**src/rtl/mem_lsu_pkg.sv**
```systemverilog
// Shared types and constants for the MEM-stage load/store unit.
// The LSU_MISALIGN_CHK_EN build uses is_misaligned() for early access rejection.
package mem_lsu_pkg;

  typedef enum logic [1:0] {
    LSU_IDLE = 2'd0,
    LSU_REQ  = 2'd1,
    LSU_RESP = 2'd2,
    LSU_DONE = 2'd3
  } lsu_state_t;

  localparam logic [2:0] F3_LB  = 3'b000;
  localparam logic [2:0] F3_LH  = 3'b001;
  localparam logic [2:0] F3_LW  = 3'b010;
  localparam logic [2:0] F3_LBU = 3'b100;
  localparam logic [2:0] F3_LHU = 3'b101;

  // funct3[1:0] encodes access size for both loads and stores
  function automatic logic is_misaligned(input logic [2:0] funct3, input logic [1:0] lane);
    return ((funct3[1:0] == 2'b01) && lane[0]) ||
           ((funct3[1:0] == 2'b10) && (lane != 2'b00));
  endfunction

endpackage

```
**src/rtl/mem_lsu_ld_fmt.sv**
```systemverilog
// Combinational load formatter: selects and extends the addressed byte/halfword
// of a bus word according to funct3.
module lsu_ld_fmt
  import mem_lsu_pkg::*;
#(
  parameter int DATA_W = 32
) (
  input  logic [DATA_W-1:0] rdata,
  input  logic [2:0]        funct3,
  input  logic [1:0]        lane,
  output logic [DATA_W-1:0] result
);

  localparam int STRB_W = DATA_W / 8;

  logic [7:0]  lane_byte [STRB_W];
  logic [7:0]  byte_sel;
  logic [15:0] half_sel;

  genvar gi;
  generate
    for (gi = 0; gi < STRB_W; gi++) begin : g_byte
      assign lane_byte[gi] = rdata[gi*8 +: 8];
    end
  endgenerate

  assign byte_sel = lane_byte[lane];
  assign half_sel = lane[1] ? rdata[31:16] : rdata[15:0];

  always_comb begin
    result = rdata;
    case (funct3)
      F3_LB:   result = {{(DATA_W-8){byte_sel[7]}}, byte_sel};
      F3_LH:   result = {{(DATA_W-16){half_sel[15]}}, half_sel};
      F3_LW:   result = rdata;
      F3_LBU:  result = {{(DATA_W-8){1'b0}}, byte_sel};
      F3_LHU:  result = {{(DATA_W-16){1'b0}}, half_sel};
      default: result = rdata;
    endcase
  end

endmodule

```
**src/rtl/mem_lsu.sv**
```systemverilog
// MEM-stage load/store unit: runs EX/MEM access requests as valid/grant/rvalid
// bus transactions and holds the pipeline until done. Optional: LSU_MISALIGN_CHK_EN.
module mem_lsu
  import mem_lsu_pkg::*;
#(
  parameter int DATA_W = 32,
  parameter int ADDR_W = 32,
  parameter int STRB_W = 4
) (
  input  logic              clk,
  input  logic              rst,
  input  logic [31:0]       inst_i,
  input  logic [31:0]       instaddr_i,
  input  logic              cs_i,
  input  logic              mem_we_i,
  input  logic [STRB_W-1:0] mem_wem_i,
  input  logic [DATA_W-1:0] mem_din,
  input  logic [ADDR_W-1:0] mem_addr_i,
  input  logic              regs_wen_i,
  input  logic [4:0]        rd_addr_i,
  input  logic [DATA_W-1:0] rd_data_i,
  output logic              bus_req_o,
  input  logic              bus_gnt_i,
  output logic              bus_we_o,
  output logic [STRB_W-1:0] bus_wem_o,
  output logic [ADDR_W-1:0] bus_addr_o,
  output logic [DATA_W-1:0] bus_wdata_o,
  input  logic              bus_rvalid_i,
  input  logic [DATA_W-1:0] bus_rdata_i,
  output logic [31:0]       inst_o,
  output logic [31:0]       instaddr_o,
  output logic              regs_wen_o,
  output logic [4:0]        rd_addr_o,
  output logic [DATA_W-1:0] rd_data_o,
`ifdef LSU_MISALIGN_CHK_EN
  output logic              misalign_o,
`endif
  output logic              hold_req_o
);

  lsu_state_t        state_reg, state_next;
  logic              we_reg;
  logic [STRB_W-1:0] wem_reg;
  logic [ADDR_W-1:0] addr_reg;
  logic [DATA_W-1:0] wdata_reg;
  logic [2:0]        funct3_reg;
  logic [DATA_W-1:0] ld_data_reg;
  logic [DATA_W-1:0] ld_fmt;
  logic              misalign_now;
  logic              misalign_done;

`ifdef LSU_MISALIGN_CHK_EN
  logic misalign_reg;

  assign misalign_now  = is_misaligned(inst_i[14:12], mem_addr_i[1:0]);
  assign misalign_done = (state_reg == LSU_DONE) && misalign_reg;
  assign misalign_o    = misalign_done;

  always_ff @(posedge clk) begin
    if (rst) begin
      misalign_reg <= 1'b0;
    end else if (state_reg == LSU_IDLE && cs_i) begin
      misalign_reg <= misalign_now;
    end
  end
`else
  assign misalign_now  = 1'b0;
  assign misalign_done = 1'b0;
`endif

  always_ff @(posedge clk) begin
    if (rst) begin
      state_reg   <= LSU_IDLE;
      we_reg      <= 1'b0;
      wem_reg     <= '0;
      addr_reg    <= '0;
      wdata_reg   <= '0;
      funct3_reg  <= '0;
      ld_data_reg <= '0;
    end else begin
      state_reg <= state_next;
      if (state_reg == LSU_IDLE && cs_i) begin
        we_reg     <= mem_we_i;
        wem_reg    <= mem_wem_i;
        addr_reg   <= mem_addr_i;
        wdata_reg  <= mem_din;
        funct3_reg <= inst_i[14:12];
      end
      // rvalid outside RESP (including alongside gnt) is deliberately dropped
      if (state_reg == LSU_RESP && bus_rvalid_i) begin
        ld_data_reg <= bus_rdata_i;
      end
    end
  end

  always_comb begin
    state_next = state_reg;
    case (state_reg)
      LSU_IDLE: if (cs_i)         state_next = misalign_now ? LSU_DONE : LSU_REQ;
      LSU_REQ:  if (bus_gnt_i)    state_next = we_reg ? LSU_DONE : LSU_RESP;
      LSU_RESP: if (bus_rvalid_i) state_next = LSU_DONE;
      LSU_DONE:                   state_next = LSU_IDLE;
      default:                    state_next = LSU_IDLE;
    endcase
  end

  lsu_ld_fmt #(.DATA_W(DATA_W)) u_ld_fmt (
    .rdata  (ld_data_reg),
    .funct3 (funct3_reg),
    .lane   (addr_reg[1:0]),
    .result (ld_fmt)
  );

  // Bus side is driven purely from registers; no combinational path from cs_i
  assign bus_req_o   = (state_reg == LSU_REQ);
  assign bus_we_o    = we_reg;
  assign bus_wem_o   = wem_reg;
  assign bus_addr_o  = {addr_reg[ADDR_W-1:2], 2'b00};
  assign bus_wdata_o = wdata_reg;

  assign hold_req_o = ((state_reg == LSU_IDLE) && cs_i) ||
                      (state_reg == LSU_REQ) || (state_reg == LSU_RESP);

  assign inst_o     = inst_i;
  assign instaddr_o = instaddr_i;
  assign rd_addr_o  = rd_addr_i;
  assign regs_wen_o = regs_wen_i && !hold_req_o && !misalign_done;
  assign rd_data_o  = ((state_reg == LSU_DONE) && !we_reg) ? ld_fmt : rd_data_i;

endmodule

```
**config.mk**
```make
export PLATFORM = sky130hd
export DESIGN_NAME = mem_lsu
export DESIGN_NICKNAME = d
export VERILOG_FILES = /design/src/rtl/mem_lsu_pkg.sv /design/src/rtl/mem_lsu_ld_fmt.sv /design/src/rtl/mem_lsu.sv
export SDC_FILE = /design/constraint.sdc
export NUM_CORES = 1
export LEC_CHECK = 0
export BUFFER_PORTS_ARGS = -buffer_cell sky130_fd_sc_hd__clkbuf_2
export CAP_MARGIN = 20
export CORE_AREA = 2 2 148 150
export CTS_BUF_LIST = sky130_fd_sc_hd__clkbuf_8
export CTS_CLUSTER_SIZE = 25
export DETAILED_ROUTE_END_ITERATION = 7
export DIE_AREA = 0 0 150 152
export PLACE_DENSITY = 0.61
export SLEW_MARGIN = 5
export SYNTH_ARGS = -nofsm -noshare
export SYNTH_HDL_FRONTEND = slang
export SYNTH_SLANG_ARGS = --single-unit
```
**constraint.sdc**
```tcl
create_clock -name clk -period 1.7 [get_ports clk]
set_input_delay 0.34 -clock clk [delete_from_list [all_inputs] [get_ports clk]]
set_output_delay 0.34 -clock clk [all_outputs]
set_load 0.02 [all_outputs]
```
After elaboration in Yosys (flattened, before gate mapping) --
Index checks and enable logic that the tools add are counted.
Word-level totals: input port bits 208, bits in registers 106, logic and storage cells 40, output and inout bits 173
Operators by class: bitwise logic cells 1, equality and inequality tests 9, multiplexer cells 11, reduce and logical (&&, ||, !) cells 11, order comparisons 1
Operator list (count):
- one-hot mux 32 bit (4 select lines) | 1
- two-way mux 32 bit | 1
- binary-select mux 8 bit (select 2 bit) | 1
- two-way mux 16 bit | 1
- two-way mux 8 bit | 2
- one-hot mux 2 bit (4 select lines) | 1
- == test 3 bit, second input constant | 2
- two-way mux 2 bit | 3
- == test 2 bit, second input constant | 2
- logical AND 1 bit | 4
- != test 2 bit, second input constant | 2
- == test 3 x 1 -> 1 bit, second input constant | 1
- >= comparator 3 bit, second input constant | 1
- logical NOT 3 bit | 1
- NOT 2 -> 3 bit | 1
- AND reduction 3 bit | 1
- == test 2 x 1 -> 1 bit, second input constant | 1
- logical NOT 1 bit | 2
- logical NOT 2 bit | 1
- logical OR 1 bit | 2
- != test 2 x 1 -> 1 bit, second input constant | 1
- two-way mux 1 bit | 1

Longest topological paths before layout --
depth after elaboration 6, mapped depth 7, mapped depth without buffers 5

Modules after synthesis --
From an unflattened synthesis, not the netlist that was laid out.
Unflattened totals: cells, all modules 736, area, all modules 5783.0 sq um
By module, submodules not included:
- mem_lsu | instances 1, area an instance 4983.5 sq um, cells each 618, sequential area each 2122.0 sq um
- lsu_ld_fmt | instances 1, area an instance 799.5 sq um, cells each 118, sequential area each 0.0 sq um

Worst setup path before layout --
Ideal clock, no wire load.
path type reg2out, from register state_reg[1], to output rd_data_o[20], arrival 1.887 ns, cell stages (with the launch flop) 8, required time 1.360 ns, slack -0.527 ns, path buffers 2, cells stage by stage dfxtp_1 > ha_1 > nor2b_1 > clkbuf_1 > o21ai_0 > clkbuf_1 > a21oi_1 > a211oi_1
Between the ends: cells in the longest elaborated chain, start to end 3
Ends and longest elaborated chain:
- start: declaration | RTL line mem_lsu.sv:41 | lsu_state_t state_reg, state_next;
- start signal: assignment | RTL line mem_lsu.sv:81 | state_reg <= state_next;
- == test 2 bit | RTL line mem_lsu.sv:128 | assign rd_data_o = ((state_reg == LSU_DONE) && !we_reg) ? ld_fmt : rd_data_i;
- logical AND 1 bit | RTL line mem_lsu.sv:128
- two-way mux 32 bit | RTL line mem_lsu.sv:128
- end: declaration | RTL line mem_lsu.sv:34 | output logic [DATA_W-1:0] rd_data_o,
No other way between the ends.

Final worst setup path --
from register addr_reg[1], to output rd_data_o[15]
Between the ends: cells in the longest elaborated chain, start to end 6, elaborated cells between the ends (all ways) 7, those cells by class 6 x mux; 1 x bitwise
Ends and longest elaborated chain:
- start: declaration | RTL line mem_lsu.sv:44 | logic [ADDR_W-1:0] addr_reg;
- start signal: assignment | RTL line mem_lsu.sv:85 | addr_reg <= mem_addr_i;
- NOT 2 -> 3 bit (not written as such) | RTL line mem_lsu_ld_fmt.sv:27 | assign byte_sel = lane_byte[lane];
- binary-select mux 8 bit (select 2 bit) | RTL line mem_lsu_ld_fmt.sv:27
- two-way mux 8 bit (not written as such) (2 in a row) | RTL line mem_lsu_ld_fmt.sv:27
- one-hot mux 32 bit (4 select lines) * | RTL line mem_lsu_ld_fmt.sv:32 | case (funct3)
- two-way mux 32 bit * | RTL line mem_lsu.sv:128
Every way passes the cells marked *; elsewhere a longest branch is shown, timed or not. The select of a mux whose other input is x is not followed.

==> results.py <==
metrics = {
    "floorplan": {
        "fp.coreArea_mm2": 0.0214,
        "dieArea_mm2": 0.0228,
        "initial_core_util": 0.253,
        "die_h_um": 152,
        "die_w_um": 150,
        "rows": 54,
        "num_io_pins": 381,
    },
    "run": {
        "cap_violations": 0,
    },
    "sta": {
        "hold_violations": 0,
        "rsz0062_at_grt": "yes",
        "fmax_ghz": 0.440,
        "fin_worst_skew_ns": 0.00805,
        "fin_ws_ns": -0.574,
        "setup_viol": 37,
        "post-route-min-period_ns": 2.27,
        "maxSlewViolCount": 0,
        "fin_crit_sh": 1.34,
    },
    "final_layout": {
        "layout.nets": 1134,
        "final_core_util": 0.361,
        "antennaDiodeCount": 0,
        "fillers": 2235,
        "drive_above_1_share": 0.455,
        "layout.cells.non_filler": 1205,
        "syn_to_final_growth_pct": 42.7,
    },
    "logic_synthesis": {
        "avgSynthCellArea_um2": 7.26,
        "synth_compound_area_frac": 0.182,
        "synth_xor_xnor_area_share": 0,
        "muxShareOfSynthArea": 0.0204,
        "ys_ff_latch": 106,
        "synthSimpleGateAreaFrac": 0.212,
        "synth_area_mm2": 0.00540,
        "ys_seq_area_frac": 0.393,
        "ys_warn_count": 0,
        "synthFlopType": "dfxtp_1",
        "synth_cells": 744,
        "async_flop_share": 0,
        "synth_top_family_by_area": "simple AND/OR/NAND/NOR gates",
        "synthDistinctLibCells": 31,
        "synthAdderAreaFrac": 0.0116,
        "synth_edf_count": 0,
    },
    "worst_setup_path": {
        "crit_slowest_cell": "or4_1",
        "crit_buf_inv": 1,
        "crit_path_max_fanout": 4,
        "path_cells": "mux2i_1 -> or4_1 -> and3_4 -> a221oi_4 -> clkbuf_8",
        "rrSetupSlack_ns": -0.08,
        "worstRegToRegCells": 9,
        "worstSetupStartpointType": "register",
        "endpoint_kind": "primary output",
        "path_delay_family": "simple AND/OR/NAND/NOR gates",
        "max_stage_delay_ns": 0.40,
        "crit_required_ns": 1.36,
        "cp.depth": 5,
        "path_class": "register to primary output",
        "cp.arrival_ns": 1.93,
    },
    "routing": {
        "dr.pass1.iters": 4,
        "vias": 5457,
        "avgRoutedWirePerCell_um": 15.5,
        "via_per_inst": 4.53,
        "ant_nets": 0,
        "drt_iter0_drc": 189,
        "wl_mm": 18.6,
        "drc": 0,
    },
    "run_status": {
        "status": "finished with violations",
        "violations": "negative setup slack",
    },
    "clock_network": {
        "cts_buffers": 9,
        "worstSkewPairLatency_ns": 0.38,
        "cts.clk_slew.worst_paths_ns": 0.11,
        "cts.sinks": 106,
        "hold_buffers": 0,
        "cts_tree": "yes",
        "htree_levels": 3,
        "clk_path_buf_depth": 2,
        "clockRootBuffer": "clkbuf_8",
    },
    "global_route": {
        "grt_pass1_vias": 5396,
        "track_usage": 0.156,
        "grt_overflow_total": 0,
        "grt_start_max_net_pins": 54,
        "antenna_found_initial": 0,
        "grt_pass1_wl_mm": 28.2,
    },
    "hold_path": {
        "hold_path_class": "input port to register",
        "hold_depth": 3,
    },
    "placed_design": {
        "dp_slack_ns": -0.221,
        "port_buffers": 246,
        "dp_cells": 1178,
        "hpwl_mm": 13.4,
        "gp_congestion": 0.866,
    },
    "pwr": {
        "p_leak_uw": 0.00329,
        "finalPower_uw": 9660,
        "vdd_drop_max_v": 0.000771,
        "powerDensity_mw_per_mm2": 1250,
    },
}
[worst paths after layout]
kind	from	endpoint
setup / recovery	addr_reg[1]	rd_data_o[15]
hold / removal	bus_rdata_i[30]	ld_data_reg[30]
setup reg to reg	state_reg[1]	state_reg[0]
hold reg to reg	bus_wdata_o[5]	bus_wdata_o[5]
[worst register-to-register path, stage by stage (launching register included)]
cell and delay (ns):
dfxtp_4 0.38, buf_4 0.11, inv_2 0.04, buf_6 0.12
ha_4 0.16, buf_6 0.12, a222oi_1 0.28, buf_4 0.19
o21ai_2 0.06, a221oi_2 0.25
[area by class of cell]
cell class,instances,area [µm²],area share
Multi-Input combinational cell,482,2810,0.364
Timing Repair Buffer,316,2220,0.288
Sequential cell,106,2130,0.277
Tap cell,280,350,0.0454
Clock buffer,9,124,0.0161
Clock inverter,6,50.0,0.00649
Inverter,6,22.5,0.00292
[what timing repair did]
item                                    CTS  global route
pin swaps                                 7             5
cloned                                    2             3
endpoints found under the setup margin   89           121
setup buffers                             6             3
resized for setup                        90            49
[cells in the final DEF (no fill, tap or decap), types with 2 or more instances in the layout]
cell type  instances
clkbuf_16          3
nand2_2            3
nor2b_1            2
a21oi_2           21
inv_1              4
o21ai_0            8
nand2_1          234
clkbuf_8          24
mux2i_1            2
dfxtp_4            3
a211oi_4          10
buf_16             2
o22ai_2            6
buf_8              5
mux2_2             7
dfxtp_1          102
a211oi_2           4
nor2_4             2
inv_6              2
buf_2              3
buf_6             12
conb_1             2
o22ai_1            5
a221oi_2           3
clkbuf_2         214
a21oi_4            2
nand3_1            2
buf_12            10
a21oi_1          111
nand2b_1           2
buf_4             52
nor2_1            16
nor2_2             6
inv_2              2
ha_4               4
nand3b_1           7
o21ai_2            2
and2_4             2
[where the power goes]
group	leakage [µW]	switching [µW]	internal, µW
clock network	0.0000880	951	548
registers	0.000868	280	2920
logic	0.00234	2760	2200
total	0.00329	3990	5670
[metal layers]
layer | global-route usage | part of all wire
met1 | 0.181 | 0.41
met2 | 0.264 | 0.48
met3 | 0.0417 | 0.080
met4 | 0.0759 | 0.038
met5 | 0 | 0
[synthesized netlist by cell type, drive strengths merged (2+ instances only)]
cell	count	area, µm²
mux2i	2	20.0
a221oi	4	41.3
a211oi	15	113
nand2b	3	18.8
dfxtp	106	2120
buf	103	774
nor2	24	90.1
nor2b	3	18.8
clkbuf	48	180
nand2	237	890
and3	2	12.5
o21ai	11	55.1
and2	2	12.5
o22ai	12	75.1
inv	6	22.5
nand3b	7	52.6
ha	5	62.6
nand3	4	20.0
mux2	8	90.1
a21oi	134	671
[logic make-up (layout without fill, tap and decap cells)]
group / after synthesis / after routing
AOI/OAI and AO/OA: 179 / 179
adders and majority gates: 5 / 5
buffers and inverters: 157 / 337
DFF: 106 / 106
muxes: 10 / 10
other: 1 / 2
and+or+nand+nor: 286 / 286
[metrics by stage]
| stage | instance area, µm² | hold WS (ns) | TNS [ns] |
|---|---|---|---|
| after floorplan | 5730 | 0.437 | -2.63 |
| after global placement | 6880 | 0.441 | -7.68 |
| after detailed placement | 6880 | 0.445 | -11.68 |
| after CTS | 7500 | 0.126 | -18.78 |
| after global routing | 7710 | 0.134 | -21.28 |
| final | 7710 | 0.164 | -18.09 |
Note: power is estimated with default switching activity, not from simulation.
